**config.mk**
```make
export PLATFORM = sky130hd
export DESIGN_NAME = hazard_forwarding_unit_flat
export DESIGN_NICKNAME = d
export VERILOG_FILES = /design/src/rtl/hazard_forwarding_unit_if.sv /design/src/rtl/hazard_forwarding_unit.sv /design/src/flat_wrapper.sv
export SDC_FILE = /design/constraint.sdc
export NUM_CORES = 1
export LEC_CHECK = 0
export ABC_AREA = 1
export BUFFER_PORTS_ARGS = -buffer_cell sky130_fd_sc_hd__buf_2
export CORE_MARGIN = 1.5
export CORE_UTILIZATION = 40
export DETAILED_ROUTE_END_ITERATION = 8
export HOLD_SLACK_MARGIN = 0.05
export PLACE_DENSITY = 0.68
export SLEW_MARGIN = 20
export SYNTH_ARGS = -nofsm -noshare
export SYNTH_HDL_FRONTEND = slang
export SYNTH_SLANG_ARGS = --single-unit
```
**constraint.sdc**
```tcl
create_clock -name clk -period 1.3 [get_ports clk]
set_input_delay 0.065 -clock clk [delete_from_list [all_inputs] [get_ports clk]]
set_output_delay 0.065 -clock clk [all_outputs]
set_load 0.01 [all_outputs]
```
**src/rtl/hazard_forwarding_unit_if.sv**
```systemverilog
// Pipeline-side signal bundle for the hazard/forwarding unit.
// The pipeline drives the master view, and the unit uses the slave view.
interface hazard_forwarding_unit_if #(
   parameter int ADDR_W = 3,
   parameter int CNT_W  = 16
);
   logic [ADDR_W-1:0] id_r1_addr;
   logic [ADDR_W-1:0] id_r2_addr;
   logic              id_r1_used;
   logic              id_r2_used;
   logic [ADDR_W-1:0] ex_r1_addr;
   logic [ADDR_W-1:0] ex_r2_addr;
   logic              ex_use_imm;
   logic [ADDR_W-1:0] ex_dest;
   logic              ex_reg_write;
   logic              ex_mem_read;
   logic [ADDR_W-1:0] mem_dest;
   logic              mem_reg_write;
   logic [ADDR_W-1:0] mem_r2_addr;
   logic              mem_is_store;
   logic [ADDR_W-1:0] wb_dest;
   logic              wb_reg_write;
   logic              flush;
   logic [1:0]        fwd_a_sel;
   logic [1:0]        fwd_b_sel;
   logic              store_data_sel;
   logic              stall;
   logic              id_ex_bubble;
   logic [CNT_W-1:0]  stall_count;

   modport master (
      output id_r1_addr, id_r2_addr, id_r1_used, id_r2_used,
             ex_r1_addr, ex_r2_addr, ex_use_imm, ex_dest, ex_reg_write, ex_mem_read,
             mem_dest, mem_reg_write, mem_r2_addr, mem_is_store,
             wb_dest, wb_reg_write, flush,
      input  fwd_a_sel, fwd_b_sel, store_data_sel, stall, id_ex_bubble, stall_count
   );

   modport slave (
      input  id_r1_addr, id_r2_addr, id_r1_used, id_r2_used,
             ex_r1_addr, ex_r2_addr, ex_use_imm, ex_dest, ex_reg_write, ex_mem_read,
             mem_dest, mem_reg_write, mem_r2_addr, mem_is_store,
             wb_dest, wb_reg_write, flush,
      output fwd_a_sel, fwd_b_sel, store_data_sel, stall, id_ex_bubble, stall_count
   );
endinterface

```
**src/rtl/hazard_forwarding_unit.sv**
```systemverilog
// Forwarding muxes selects plus a load-use stall FSM (LOAD_LATENCY cycles per hazard, flush overrides).
// Forwarding is combinational; optional macro HFU_ZERO_REG_EN makes register 0 never match.
module hazard_forwarding_unit #(
   parameter int ADDR_W       = 3,
   parameter int LOAD_LATENCY = 1,
   parameter int CNT_W        = 16
) (
   input  logic                     clk,
   input  logic                     reset,
   hazard_forwarding_unit_if.slave  bus
);
   typedef enum logic {IDLE, STALL} state_t;

   state_t           state, state_nxt;
   logic [3:0]       cnt, cnt_nxt;
   logic [CNT_W-1:0] stall_cnt;
   logic [1:0]       fwd_a, fwd_b;
   logic             hz, stall, bubble;

   function automatic logic dest_match(input logic [ADDR_W-1:0] dest, input logic [ADDR_W-1:0] src);
`ifdef HFU_ZERO_REG_EN
      return (dest == src) && (dest != '0);
`else
      return dest == src;
`endif
   endfunction

   always_comb begin
      fwd_a = 2'b00;
      if (bus.mem_reg_write && dest_match(bus.mem_dest, bus.ex_r1_addr))
         fwd_a = 2'b01;
      else if (bus.wb_reg_write && dest_match(bus.wb_dest, bus.ex_r1_addr))
         fwd_a = 2'b10;
   end

   always_comb begin
      fwd_b = 2'b00;
      if (bus.ex_use_imm)
         fwd_b = 2'b00;
      else if (bus.mem_reg_write && dest_match(bus.mem_dest, bus.ex_r2_addr))
         fwd_b = 2'b01;
      else if (bus.wb_reg_write && dest_match(bus.wb_dest, bus.ex_r2_addr))
         fwd_b = 2'b10;
   end

   assign hz = bus.ex_reg_write && bus.ex_mem_read &&
               ((bus.id_r1_used && dest_match(bus.ex_dest, bus.id_r1_addr)) ||
                (bus.id_r2_used && dest_match(bus.ex_dest, bus.id_r2_addr)));

   always_ff @(posedge clk or negedge reset) begin
      if (!reset) begin
         state <= IDLE;
         cnt   <= 4'd0;
      end else begin
         state <= state_nxt;
         cnt   <= cnt_nxt;
      end
   end

   // The first stall cycle is spent in IDLE, so STALL counts down LOAD_LATENCY-1 more cycles.
   always_comb begin
      state_nxt = state;
      cnt_nxt   = cnt;
      if (bus.flush) begin
         state_nxt = IDLE;
         cnt_nxt   = 4'd0;
      end else begin
         case (state)
            IDLE: begin
               if (hz && (LOAD_LATENCY > 1)) begin
                  state_nxt = STALL;
                  cnt_nxt   = 4'(LOAD_LATENCY - 2);
               end
            end
            STALL: begin
               if (cnt == 4'd0)
                  state_nxt = IDLE;
               else
                  cnt_nxt = cnt - 4'd1;
            end
            default: state_nxt = IDLE;
         endcase
      end
   end

   always_comb begin
      stall  = 1'b0;
      bubble = 1'b0;
      if (!reset) begin
         stall  = 1'b0;
         bubble = 1'b0;
      end else if (bus.flush) begin
         bubble = 1'b1;
      end else begin
         case (state)
            IDLE:    begin stall = hz;   bubble = hz;   end
            STALL:   begin stall = 1'b1; bubble = 1'b1; end
            default: begin stall = 1'b0; bubble = 1'b0; end
         endcase
      end
   end

   always_ff @(posedge clk or negedge reset) begin
      if (!reset)
         stall_cnt <= '0;
      else if (stall && !(&stall_cnt))
         stall_cnt <= stall_cnt + 1'b1;
   end

   assign bus.fwd_a_sel      = fwd_a;
   assign bus.fwd_b_sel      = fwd_b;
   assign bus.store_data_sel = bus.mem_is_store && bus.wb_reg_write &&
                               dest_match(bus.wb_dest, bus.mem_r2_addr);
   assign bus.stall          = stall;
   assign bus.id_ex_bubble   = bubble;
   assign bus.stall_count    = stall_cnt;
endmodule

```
**src/flat_wrapper.sv**
```systemverilog
// flat-port wrapper written by rule: the top's interface ports become plain ports
module hazard_forwarding_unit_flat 
#(
   parameter int ADDR_W       = 3,
   parameter int LOAD_LATENCY = 1,
   parameter int CNT_W        = 16
)
  (clk, reset, bus_id_r1_addr, bus_id_r2_addr, bus_id_r1_used, bus_id_r2_used, bus_ex_r1_addr, bus_ex_r2_addr, bus_ex_use_imm, bus_ex_dest, bus_ex_reg_write, bus_ex_mem_read, bus_mem_dest, bus_mem_reg_write, bus_mem_r2_addr, bus_mem_is_store, bus_wb_dest, bus_wb_reg_write, bus_flush, bus_fwd_a_sel, bus_fwd_b_sel, bus_store_data_sel, bus_stall, bus_id_ex_bubble, bus_stall_count);
  hazard_forwarding_unit_if #(.ADDR_W(ADDR_W), .CNT_W(CNT_W)) bus_i ();
  input  logic clk;
  input  logic reset;
  input wire logic [$bits(bus_i.id_r1_addr)-1:0] bus_id_r1_addr;
  input wire logic [$bits(bus_i.id_r2_addr)-1:0] bus_id_r2_addr;
  input wire logic [$bits(bus_i.id_r1_used)-1:0] bus_id_r1_used;
  input wire logic [$bits(bus_i.id_r2_used)-1:0] bus_id_r2_used;
  input wire logic [$bits(bus_i.ex_r1_addr)-1:0] bus_ex_r1_addr;
  input wire logic [$bits(bus_i.ex_r2_addr)-1:0] bus_ex_r2_addr;
  input wire logic [$bits(bus_i.ex_use_imm)-1:0] bus_ex_use_imm;
  input wire logic [$bits(bus_i.ex_dest)-1:0] bus_ex_dest;
  input wire logic [$bits(bus_i.ex_reg_write)-1:0] bus_ex_reg_write;
  input wire logic [$bits(bus_i.ex_mem_read)-1:0] bus_ex_mem_read;
  input wire logic [$bits(bus_i.mem_dest)-1:0] bus_mem_dest;
  input wire logic [$bits(bus_i.mem_reg_write)-1:0] bus_mem_reg_write;
  input wire logic [$bits(bus_i.mem_r2_addr)-1:0] bus_mem_r2_addr;
  input wire logic [$bits(bus_i.mem_is_store)-1:0] bus_mem_is_store;
  input wire logic [$bits(bus_i.wb_dest)-1:0] bus_wb_dest;
  input wire logic [$bits(bus_i.wb_reg_write)-1:0] bus_wb_reg_write;
  input wire logic [$bits(bus_i.flush)-1:0] bus_flush;
  output wire logic [$bits(bus_i.fwd_a_sel)-1:0] bus_fwd_a_sel;
  output wire logic [$bits(bus_i.fwd_b_sel)-1:0] bus_fwd_b_sel;
  output wire logic [$bits(bus_i.store_data_sel)-1:0] bus_store_data_sel;
  output wire logic [$bits(bus_i.stall)-1:0] bus_stall;
  output wire logic [$bits(bus_i.id_ex_bubble)-1:0] bus_id_ex_bubble;
  output wire logic [$bits(bus_i.stall_count)-1:0] bus_stall_count;
  assign bus_i.id_r1_addr = bus_id_r1_addr;
  assign bus_i.id_r2_addr = bus_id_r2_addr;
  assign bus_i.id_r1_used = bus_id_r1_used;
  assign bus_i.id_r2_used = bus_id_r2_used;
  assign bus_i.ex_r1_addr = bus_ex_r1_addr;
  assign bus_i.ex_r2_addr = bus_ex_r2_addr;
  assign bus_i.ex_use_imm = bus_ex_use_imm;
  assign bus_i.ex_dest = bus_ex_dest;
  assign bus_i.ex_reg_write = bus_ex_reg_write;
  assign bus_i.ex_mem_read = bus_ex_mem_read;
  assign bus_i.mem_dest = bus_mem_dest;
  assign bus_i.mem_reg_write = bus_mem_reg_write;
  assign bus_i.mem_r2_addr = bus_mem_r2_addr;
  assign bus_i.mem_is_store = bus_mem_is_store;
  assign bus_i.wb_dest = bus_wb_dest;
  assign bus_i.wb_reg_write = bus_wb_reg_write;
  assign bus_i.flush = bus_flush;
  assign bus_fwd_a_sel = bus_i.fwd_a_sel;
  assign bus_fwd_b_sel = bus_i.fwd_b_sel;
  assign bus_store_data_sel = bus_i.store_data_sel;
  assign bus_stall = bus_i.stall;
  assign bus_id_ex_bubble = bus_i.id_ex_bubble;
  assign bus_stall_count = bus_i.stall_count;
  hazard_forwarding_unit #(.ADDR_W(ADDR_W), .LOAD_LATENCY(LOAD_LATENCY), .CNT_W(CNT_W)) u_core (.clk(clk), .reset(reset), .bus(bus_i));
endmodule
```
==> impl_metrics.py, run 1 <==
metrics = {
    "detailed_routing": {
        "final_antenna_net_count": 0,
        "wirelength_um": 4790,
        "first_iter_violations": 83,
        "dr.pass1.iters": 4,
        "drc": 0,
        "vias": 1994,
        "wl_per_cell_um": 11.7,
        "post_drt_via_cell_ratio": 4.89,
    },
    "finish": {
        "fill_cells": 378,
        "nets": 397,
        "insertedDiodeCount": 0,
        "drive_above_1_share": 0.388,
        "fin_cells": 408,
        "syn2layout_area_growth_pct": 46.7,
    },
    "placement": {
        "gp_congestion": 0.841,
        "post-place-ws_ns": -0.0738,
        "place_hpwl_um": 3410,
        "dpl.cell_count": 394,
        "numPortBuffers": 57,
    },
    "power": {
        "p_total_w": 0.00151,
        "power_density_nw_per_um2": 600,
        "max-vdd-ir-drop_uv": 426,
        "p_leak_nw": 1.41,
    },
    "setup_path": {
        "setup.worst_path.start_class": "flop",
        "worstPathCellList": "ha_4 > nand3_4 > nor2_4 > nand4_4 > buf_6 > nand4_1 > nand2_1",
        "critPathTopFamily": "simple AND/OR/NAND/NOR gates",
        "cp_slowest_stage_delay_ns": 0.40,
        "path_buf_inv": 1,
        "crit_type": "reg2reg",
        "worst_ep_required_time_ns": 1.45,
        "critPathMaxFanout": 7,
        "cp-end-kind": "flop",
        "worst_path_max_delay_cell": "dfrtp_2",
        "critPathArrivalTime_ns": 1.55,
    },
    "clocking": {
        "ctsHtreeMaxLevel": 1,
        "cts_root_buffer": "clkbuf_8",
        "cts_buffers": 3,
        "clk_path_buf_depth": 2,
        "cts_num_sinks": 21,
        "cts_tree": "yes",
        "path_clk_slew_ns": 0.08,
        "insertion_delay_ns": 0.26,
    },
    "global_routing": {
        "gr-usage-met2": 0.357,
        "grt_max_degree": 22,
        "grt_pass1_wl_um": 7270,
        "grtUsageTotal": 0.202,
        "use_met1": 0.252,
        "met3_usage": 0.0260,
        "grt-ovfl-total": 0,
        "antenna_found_initial": 0,
        "grt.busiest_layer": "met2",
        "first_global_vias": 1779,
    },
    "timing": {
        "maxSlewHeadroom": 0.371,
        "timing.final.setup_violations": 16,
        "fmax_ghz": 0.717,
        "hold_viol_final": 0,
        "clock_skew_ns": 0.00414,
        "timing.final.crit_share": 1.07,
        "rsz0062_at_grt": "true",
        "setup_ws_ns": -0.0946,
        "slew_violations": 0,
        "hold_ws_ns": 0.154,
        "period_needed_ns": 1.39,
        "worst_slew_pin_slew_ns": 0.943,
    },
    "logic_synthesis": {
        "syn_avg_cell_area_um2": 6.54,
        "yosys-top-cells-area": "dfrtp_1 31%, nand2_1 19%, inv_1 8.7%, nand4_1 6.6%, nor2_1 5.5%",
        "syn_nets": 301,
        "synth-edff-count": 0,
        "ys_seq_area_frac": 0.306,
        "ys_warn_count": 0,
        "ys.flop_type": "dfrtp_1",
        "syn_area_um2": 1720,
        "yosysMostFrequentCell": "nand2_1",
        "synth_cell_type_count": 28,
        "synth-async-reset-ratio": 1.00,
        "synth_common_cells": "86 x nand2_1, 40 x inv_1, 25 x nor2_1",
        "ys_ff_latch": 21,
        "synthCells": 263,
        "synth_top_area_cell": "dfrtp_1",
        "synth.top_cell.area_share": 0.306,
    },
    "run": {
        "cap_violations": 0,
    },
    "worst_hold_path": {
        "min_path_type": "in2reg",
    },
    "die": {
        "initial_utilization": 0.424,
        "rows": 23,
        "dieArea_um2": 4700,
        "ios": 58,
        "fp.dieH_um": 68.6,
        "die_width_um": 68.6,
        "core-area_um2": 4060,
    },
    "run_status": {
        "violations": "negative setup slack",
        "status": "complete, but fails checks",
    },
}
cell usage in the layout, fill, tap and decap left out:
master / synthesis / routed
nor2_2: 1 / 6
dlygate4sd3_1: 0 / 1
buf_6: 1 / 3
nand4_1: 18 / 18
a22o_1: 1 / 1
ha_4: 0 / 1
nand2_2: 1 / 6
ha_1: 3 / 2
nand2_4: 0 / 2
nor2_1: 25 / 18
xor2_1: 9 / 9
nand3_1: 15 / 12
inv_2: 2 / 5
o21ai_2: 0 / 1
nor2_4: 3 / 5
nand4_4: 1 / 1
or2_2: 1 / 1
nor3_2: 0 / 2
nor3_1: 4 / 2
nor4_1: 3 / 3
inv_1: 40 / 37
dlymetal6s4s_1: 0 / 1
dfrtp_2: 0 / 6
nand3_4: 0 / 2
nand3_2: 2 / 3
o22ai_1: 2 / 2
buf_4: 2 / 34
xnor2_1: 6 / 6
nand2_1: 86 / 79
o21ai_0: 7 / 5
clkbuf_1: 1 / 1
dfrtp_1: 21 / 15
buf_12: 0 / 1
buf_2: 2 / 57
clkbuf_8: 0 / 3
a21oi_1: 4 / 4
o21ai_1: 1 / 2
o2111ai_1: 1 / 1
per-layer routing:
| metal | wire length, um | share of wire | vias to the layer above |
|---|---|---|---|
| li1 | - | - | 1027 |
| met1 | 2200 | 0.46 | 906 |
| met2 | 2290 | 0.48 | 55 |
| met3 | 257 | 0.054 | 6 |
| met4 | 44 | 0.0092 | 0 |
| met5 | 0 | 0 | - |
worst min-delay path, stage by stage:
cell,delay [ns]
buf_2,0.12
inv_1,0.08
o21ai_0,0.07
a21oi_1,0.04
cell type report:
cell class	instances	area [um^2]	share of cell area
multi-input cells	194	1110	0.439
repair buffers	97	617	0.245
flip-flops and latches	21	533	0.211
inverters	42	158	0.0625
well taps	50	62.6	0.0248
clock buffers	4	45.0	0.0179
path summary, 6_finish.rpt:
kind	start	to	slack, ns	cells after the start
min in group asynchronous	reset	u_core.bus.stall_count[12]$_DFFE_PN0P_	0.23	3
max in group asynchronous	reset	u_core.bus.stall_count[3]$_DFFE_PN0P_	0.43	3
min	bus_flush	u_core.cnt[2]$_DFFE_PN0P_	0.15	4
min reg2reg	u_core.cnt[3]$_DFFE_PN0P_	u_core.cnt[3]$_DFFE_PN0P_	0.48	1
max reg2reg	u_core.bus.stall_count[1]$_DFFE_PN0P_	u_core.bus.stall_count[2]$_DFFE_PN0P_	-0.09	7
max	u_core.bus.stall_count[1]$_DFFE_PN0P_	u_core.bus.stall_count[2]$_DFFE_PN0P_	-0.09	7
where the power goes:
group	switching (W)	total, W	leakage [nW]	internal (W)
sequential	0.0000209	0.000695	0.282	0.000674
clock	0.000211	0.000429	0.0228	0.000218
combinational	0.000204	0.000390	1.10	0.000186
registers in the layout, indices dropped and copies added (netlist names):
register,count
u_core.cnt,4
u_core.bus.stall_count,16
u_core.state,1
stage by stage:
step / setup TNS, ns / cell area [um^2] / utilization
final: -1.07 / 2520 / 0.622
after global routing: -2.26 / 2520 / 0.622
after CTS: -1.05 / 2430 / 0.599
after detailed placement: -0.960 / 2290 / 0.565
after global placement: -0.501 / 2290 / 0.565
after floorplan: -0.448 / 1750 / -
repair_timing:
item                                   4_1_cts  5_1_grt
setup endpoints to repair                   16       40
hold buffers                                 2        0
gates resized for setup                     13       21
setup buffers                                3        5
pin swaps                                   17       13
endpoints found under the hold margin       22        0
logic make-up after synthesis:
kind of cell / Yosys count / share of synthesized area
flops: 21 / 0.306
buf+inv: 48 / 0.115
xor+xnor: 15 / 0.0764
simple gates: 160 / 0.429
compound gates: 16 / 0.0524
fa+ha+maj: 3 / 0.0218
Power figures use the tool's default switching activity.
==> inputs of run 2 (changes only) <==
--- a/config.mk
+++ b/config.mk
@@ -10,6 +10,7 @@
 export CORE_MARGIN = 1.5
 export CORE_UTILIZATION = 40
 export DETAILED_ROUTE_END_ITERATION = 8
+export GPL_TIMING_DRIVEN = 0
 export HOLD_SLACK_MARGIN = 0.05
 export PLACE_DENSITY = 0.68
 export SLEW_MARGIN = 20
==> impl_metrics.py, run 2 (synthesis results as in run 1) <==
metrics = {
    "run_status": {
        "status": "complete, but fails checks",
        "violations": "negative setup slack",
    },
    "finish": {
        "fin_cells": 394,
        "final_common_cell": "nand2_1",
        "largest_register_ffs": 16,
        "nets": 383,
        "drive_above_1_share": 0.355,
        "insertedDiodeCount": 0,
        "final_cell_mix": "77 x nand2_1, 57 x buf_2, 38 x inv_1, 20 x nor2_1, 18 x nand4_1",
        "final_util": 0.590,
        "syn2layout_area_growth_pct": 39.2,
    },
    "power": {
        "power_density_nw_per_um2": 604,
        "max-vdd-ir-drop_uv": 469,
        "p_leak_nw": 1.32,
    },
    "timing": {
        "fmax_ghz": 0.703,
        "worst_slew_pin_slew_ns": 0.529,
        "timing.final.setup_violations": 16,
        "slew_violations": 0,
        "clock_skew_ns": 0.00136,
        "maxSlewHeadroom": 0.648,
        "setup_ws_ns": -0.123,
        "timing.final.crit_share": 1.09,
        "period_needed_ns": 1.42,
        "rsz0062_at_grt": "true",
        "hold_viol_final": 0,
    },
    "worst_hold_path": {
        "hold_end": "u_core.cnt[2]$_DFFE_PN0P_",
        "hold_start": "bus_flush",
        "hold_depth": 4,
        "min_path_type": "in2reg",
    },
    "clocking": {
        "insertion_delay_ns": 0.26,
        "path_clk_slew_ns": 0.08,
        "clk_path_buf_depth": 2,
        "cts_num_sinks": 21,
        "cts_buffers": 3,
        "cts_root_buffer": "clkbuf_8",
        "ctsHtreeMaxLevel": 1,
        "cts_tree": "yes",
    },
    "detailed_routing": {
        "vias": 1901,
        "drc": 0,
        "post_drt_via_cell_ratio": 4.82,
        "dr.pass1.iters": 4,
        "wl_per_cell_um": 11.3,
        "wirelength_um": 4440,
        "first_iter_violations": 67,
        "final_antenna_net_count": 0,
    },
    "run": {
        "cap_violations": 0,
    },
    "setup_path": {
        "regToRegEndpoint": "u_core.bus.stall_count[8]$_DFFE_PN0P_",
        "r2r_slack_ns": -0.12,
        "critPathArrivalTime_ns": 1.57,
        "worstPathCellList": "ha_4 > nand3_4 > buf_4 > nor2_2 > nand4_1 > nand2_1 > inv_1 > nand4_1 > nand2_1",
        "critPathMaxFanout": 4,
        "reg2reg_depth": 9,
        "setup.worst_path.start_class": "flop",
        "cp_slowest_stage_delay_ns": 0.41,
        "worst_ep_required_time_ns": 1.45,
        "worst_path_max_delay_cell": "dfrtp_2",
        "crit_type": "reg2reg",
        "r2r_start": "u_core.bus.stall_count[0]$_DFFE_PN0P_",
        "cp-end-kind": "flop",
    },
    "die": {
        "core-area_um2": 4060,
        "fp.dieH_um": 68.6,
        "ios": 58,
        "dieArea_um2": 4700,
        "rows": 23,
        "initial_utilization": 0.424,
        "die_width_um": 68.6,
    },
    "global_routing": {
        "grt_max_degree": 22,
        "grt_pass1_wl_um": 7100,
        "antenna_found_initial": 0,
        "grtUsageTotal": 0.196,
        "first_global_vias": 1639,
        "grt-ovfl-total": 0,
    },
    "placement": {
        "gp_congestion": 0.875,
        "numPortBuffers": 57,
        "place_hpwl_um": 3160,
        "dpl.cell_count": 370,
    },
}
[run 2: cell count changes in the layout (fill, tap and decap cells not counted), sizes merged]
cell,delta
buf,-16
clkbuf,+1
clkinv,+1
dlygate4sd3,+1
dlymetal6s4s,-1
[run 2: worst max path at each step]
| stage | start | to | depth (start not counted) |
|---|---|---|---|
| after global placement | reset | u_core.bus.stall_count[3]$_DFFE_PN0P_ | 6 |
| after floorplan | u_core.bus.stall_count[1]$_DFFE_PN0P_ | u_core.bus.stall_count[1]$_DFFE_PN0P_ | 7 |
| after detailed placement | reset | u_core.bus.stall_count[2]$_DFFE_PN0P_ | 6 |
| final | u_core.bus.stall_count[0]$_DFFE_PN0P_ | u_core.bus.stall_count[8]$_DFFE_PN0P_ | 9 |
| after global routing | u_core.bus.stall_count[0]$_DFFE_PN0P_ | u_core.bus.stall_count[5]$_DFFE_PN0P_ | 7 |
| after CTS | u_core.bus.stall_count[0]$_DFFE_PN0P_ | u_core.bus.stall_count[10]$_DFFE_PN0P_ | 8 |
[run 2: layout make-up]
type / count / area, um^2
Clock inverter: 1 / 5.00
Clock buffer: 3 / 41.3
Buffer: 6 / 57.6
Inverter: 42 / 158
Tap cell: 50 / 62.6
Sequential cell: 21 / 537
Fill cell: 383 / 1670
Timing Repair Buffer: 77 / 444
Multi-Input combinational cell: 194 / 1090
[run 2: repair_timing]
| item | 4_1_cts | 5_1_grt |
|---|---|---|
| hold buffers | 2 | 1 |
| resized for setup | 20 | 14 |
| cloned | 1 | 0 |
| setup buffers | 15 | 1 |
| endpoints found under the setup margin | 18 | 20 |
| pin swaps | 13 | 4 |
| hold endpoints to repair | 22 | 21 |
[run 2: worst max-delay path, delay by kind of cell, from the launching register on]
kind / cells / cell delay [ns]
buffers and inverters: 2 / 0.20
adders and majority gates: 1 / 0.17
DFF: 1 / 0.41
and+or+nand+nor: 6 / 0.55
[run 2: metrics by stage]
stage	cell area [um^2]	setup WS (ns)	hold WS, ns	total power (W)	TNS, ns
after floorplan	1750	-0.0525	-0.231	0.000869	-0.448
after global placement	2100	-0.324	0.0720	0.000999	-3.98
after detailed placement	2100	-0.322	0.0685	0.00100	-3.81
after CTS	2340	-0.111	0.142	0.00146	-1.38
after global routing	2390	-0.208	0.198	0.00154	-2.88
final	2390	-0.123	0.163	0.00145	-1.18
[run 2: power by group]
group | internal, W | total, W | switching, W
logic | 0.000140 | 0.000315 | 0.000175
clock network | 0.000213 | 0.000431 | 0.000218
registers | 0.000673 | 0.000699 | 0.0000259
total | 0.00103 | 0.00145 | 0.000419
[run 2: layer usage]
layer  share of wire  GRT usage  vias to the layer above
met1            0.48      0.260                      846
li1                -          -                     1001
met3           0.058     0.0195                        2
met4          0.0052     0.0450                        0
met2            0.45      0.344                       52
met5               0          0                        -
==> inputs of run 3 (changes only) <==
--- a/config.mk
+++ b/config.mk
@@ -10,7 +10,6 @@
 export CORE_MARGIN = 1.5
 export CORE_UTILIZATION = 40
 export DETAILED_ROUTE_END_ITERATION = 8
-export GPL_TIMING_DRIVEN = 0
 export HOLD_SLACK_MARGIN = 0.05
 export PLACE_DENSITY = 0.68
 export SLEW_MARGIN = 20
==> constraint.sdc (replaced) <==
create_clock -name clk -period 1.3 [get_ports clk]
set_input_delay 0.13 -clock clk [delete_from_list [all_inputs] [get_ports clk]]
set_output_delay 0.13 -clock clk [all_outputs]
set_load 0.01 [all_outputs]
==> impl_metrics.py, run 3 (synthesis results as in run 1) <==
metrics = {
    "detailed_routing": {
        "first_iter_violations": 61,
        "post_drt_via_cell_ratio": 4.84,
        "vias": 1975,
        "dr.pass1.iters": 4,
        "drc": 0,
        "wirelength_um": 4660,
        "wl_per_cell_um": 11.4,
        "final_antenna_net_count": 0,
    },
    "global_routing": {
        "grtUsageTotal": 0.198,
        "grt_pass1_wl_um": 7100,
        "antenna_found_initial": 0,
        "grt_max_degree": 23,
        "first_global_vias": 1669,
        "grt-ovfl-total": 0,
    },
    "timing": {
        "period_needed_ns": 1.38,
        "setup_tns_ns": -0.600,
        "hold_ws_ns": 0.0824,
        "setup_ws_ns": -0.0815,
        "hold_viol_final": 0,
        "fmax_ghz": 0.724,
        "timing.final.setup_violations": 15,
        "slew_violations": 0,
        "worst_slew_pin_slew_ns": 0.367,
        "timing.final.crit_share": 1.06,
        "clock_skew_ns": 0.000831,
        "maxSlewHeadroom": 0.753,
        "rsz0062_at_grt": "true",
    },
    "finish": {
        "final_cell_mix": "82 x nand2_1, 57 x buf_2, 37 x inv_1, 35 x buf_4",
        "syn2layout_area_growth_pct": 45.3,
        "insertedDiodeCount": 0,
        "final_common_cell": "nand2_1",
        "largest_register_ffs": 16,
        "drive_above_1_share": 0.374,
        "nets": 397,
    },
    "setup_path": {
        "critPathTopFamily": "simple AND/OR/NAND/NOR gates",
        "crit_type": "reg2reg",
        "critPathMaxFanout": 5,
        "worst_ep_required_time_ns": 1.45,
        "path_buf_inv": 1,
        "cp_slowest_stage_delay_ns": 0.42,
        "worst_path_max_delay_cell": "dfrtp_2",
        "cp-end-kind": "flop",
        "worstPathCellList": "nand2_2 > nor2_4 > inv_1 > nor2_1 > o21ai_1 > nor2_1 > nand3_1 > nand2_1 > nand2_1",
        "critPathArrivalTime_ns": 1.54,
        "setup.worst_path.start_class": "flop",
    },
    "power": {
        "max-vdd-ir-drop_uv": 425,
        "power_density_nw_per_um2": 611,
        "p_leak_nw": 1.40,
        "p_total_w": 0.00153,
    },
    "die": {
        "core-area_um2": 4060,
        "die_width_um": 68.6,
        "ios": 58,
        "dieArea_um2": 4700,
        "initial_utilization": 0.424,
        "rows": 23,
        "fp.dieH_um": 68.6,
    },
    "clocking": {
        "cts_num_sinks": 21,
        "path_clk_slew_ns": 0.07,
        "insertion_delay_ns": 0.26,
        "cts_tree": "yes",
        "ctsHtreeMaxLevel": 1,
        "clk_path_buf_depth": 2,
        "cts_buffers": 3,
        "cts_root_buffer": "clkbuf_8",
    },
    "placement": {
        "numPortBuffers": 57,
        "post-place-ws_ns": -0.0790,
        "gp_congestion": 0.851,
        "place_hpwl_um": 3450,
    },
    "run_status": {
        "status": "complete, but fails checks",
        "violations": "negative setup slack",
    },
    "worst_hold_path": {
        "min_path_type": "in2reg",
    },
    "run": {
        "cap_violations": 0,
    },
}
-- run 3: cell count changes in the layout (fill, tap and decap cells not counted), sizes merged --
cell	delta
clkbuf	-1
buf	+17
clkinv	-1
dlygate4sd3	-1
-- run 3: metal layers --
metal / vias up / wire length (um) / global-route usage
li1: 1024 / - / -
met1: 910 / 2200 / 0.258
met2: 37 / 2210 / 0.349
met3: 4 / 211 / 0.0179
met4: 0 / 46 / 0.0550
met5: - / 0 / 0
-- run 3: per-stage QoR --
stage	utilization	instances	cell area [um^2]
after detailed placement	0.565	394	2290
after CTS	0.599	403	2430
after global placement	0.565	394	2290
after floorplan	-	263	1750
after global routing	0.616	408	2500
final	0.616	408	2500
-- run 3: final cells by class --
| cell class | count | area (um^2) |
|---|---|---|
| Inverter | 42 | 160 |
| Tap cell | 50 | 62.6 |
| Multi-Input combinational cell | 194 | 1080 |
| Sequential cell | 21 | 534 |
| Clock buffer | 4 | 45.0 |
| Fill cell | 372 | 1560 |
| Timing Repair Buffer | 97 | 621 |
-- run 3: where the power goes --
group          total [W]  switching [W]  internal, W
combinational   0.000400       0.000208     0.000193
sequential      0.000696      0.0000222     0.000674
clock           0.000431       0.000212     0.000218
-- run 3: final timing paths --
path                       cells past startpoint                                      to                                   from  slack [ns]
min reg2reg                                    1               u_core.cnt[3]$_DFFE_PN0P_              u_core.cnt[3]$_DFFE_PN0P_        0.47
min                                            2                  u_core.state$_DFF_PN0_                              bus_flush        0.08
max                                            9  u_core.bus.stall_count[14]$_DFFE_PN0P_  u_core.bus.stall_count[6]$_DFFE_PN0P_       -0.08
max reg2reg                                    9  u_core.bus.stall_count[14]$_DFFE_PN0P_  u_core.bus.stall_count[6]$_DFFE_PN0P_       -0.08
min in group asynchronous                      4               u_core.cnt[2]$_DFFE_PN0P_                                  reset        0.51
max in group asynchronous                      4   u_core.bus.stall_count[2]$_DFFE_PN0P_                                  reset        0.64
-- run 3: timing repair --
item | 4_1_cts | 5_1_grt
endpoints found under the setup margin | 17 | 21
gates resized for setup | 17 | 8
hold endpoints to repair | 21 | 21
pin swaps | 15 | 6
buffers inserted | 5 | 3
-- run 3: worst register-to-register path, cell delays in order (launching register included) --
cell     delay [ns]
dfrtp_2        0.42
nand2_2        0.11
nor2_4         0.17
inv_1          0.06
nor2_1         0.12
o21ai_1        0.08
nor2_1         0.13
nand3_1        0.08
nand2_1        0.06
nand2_1        0.05
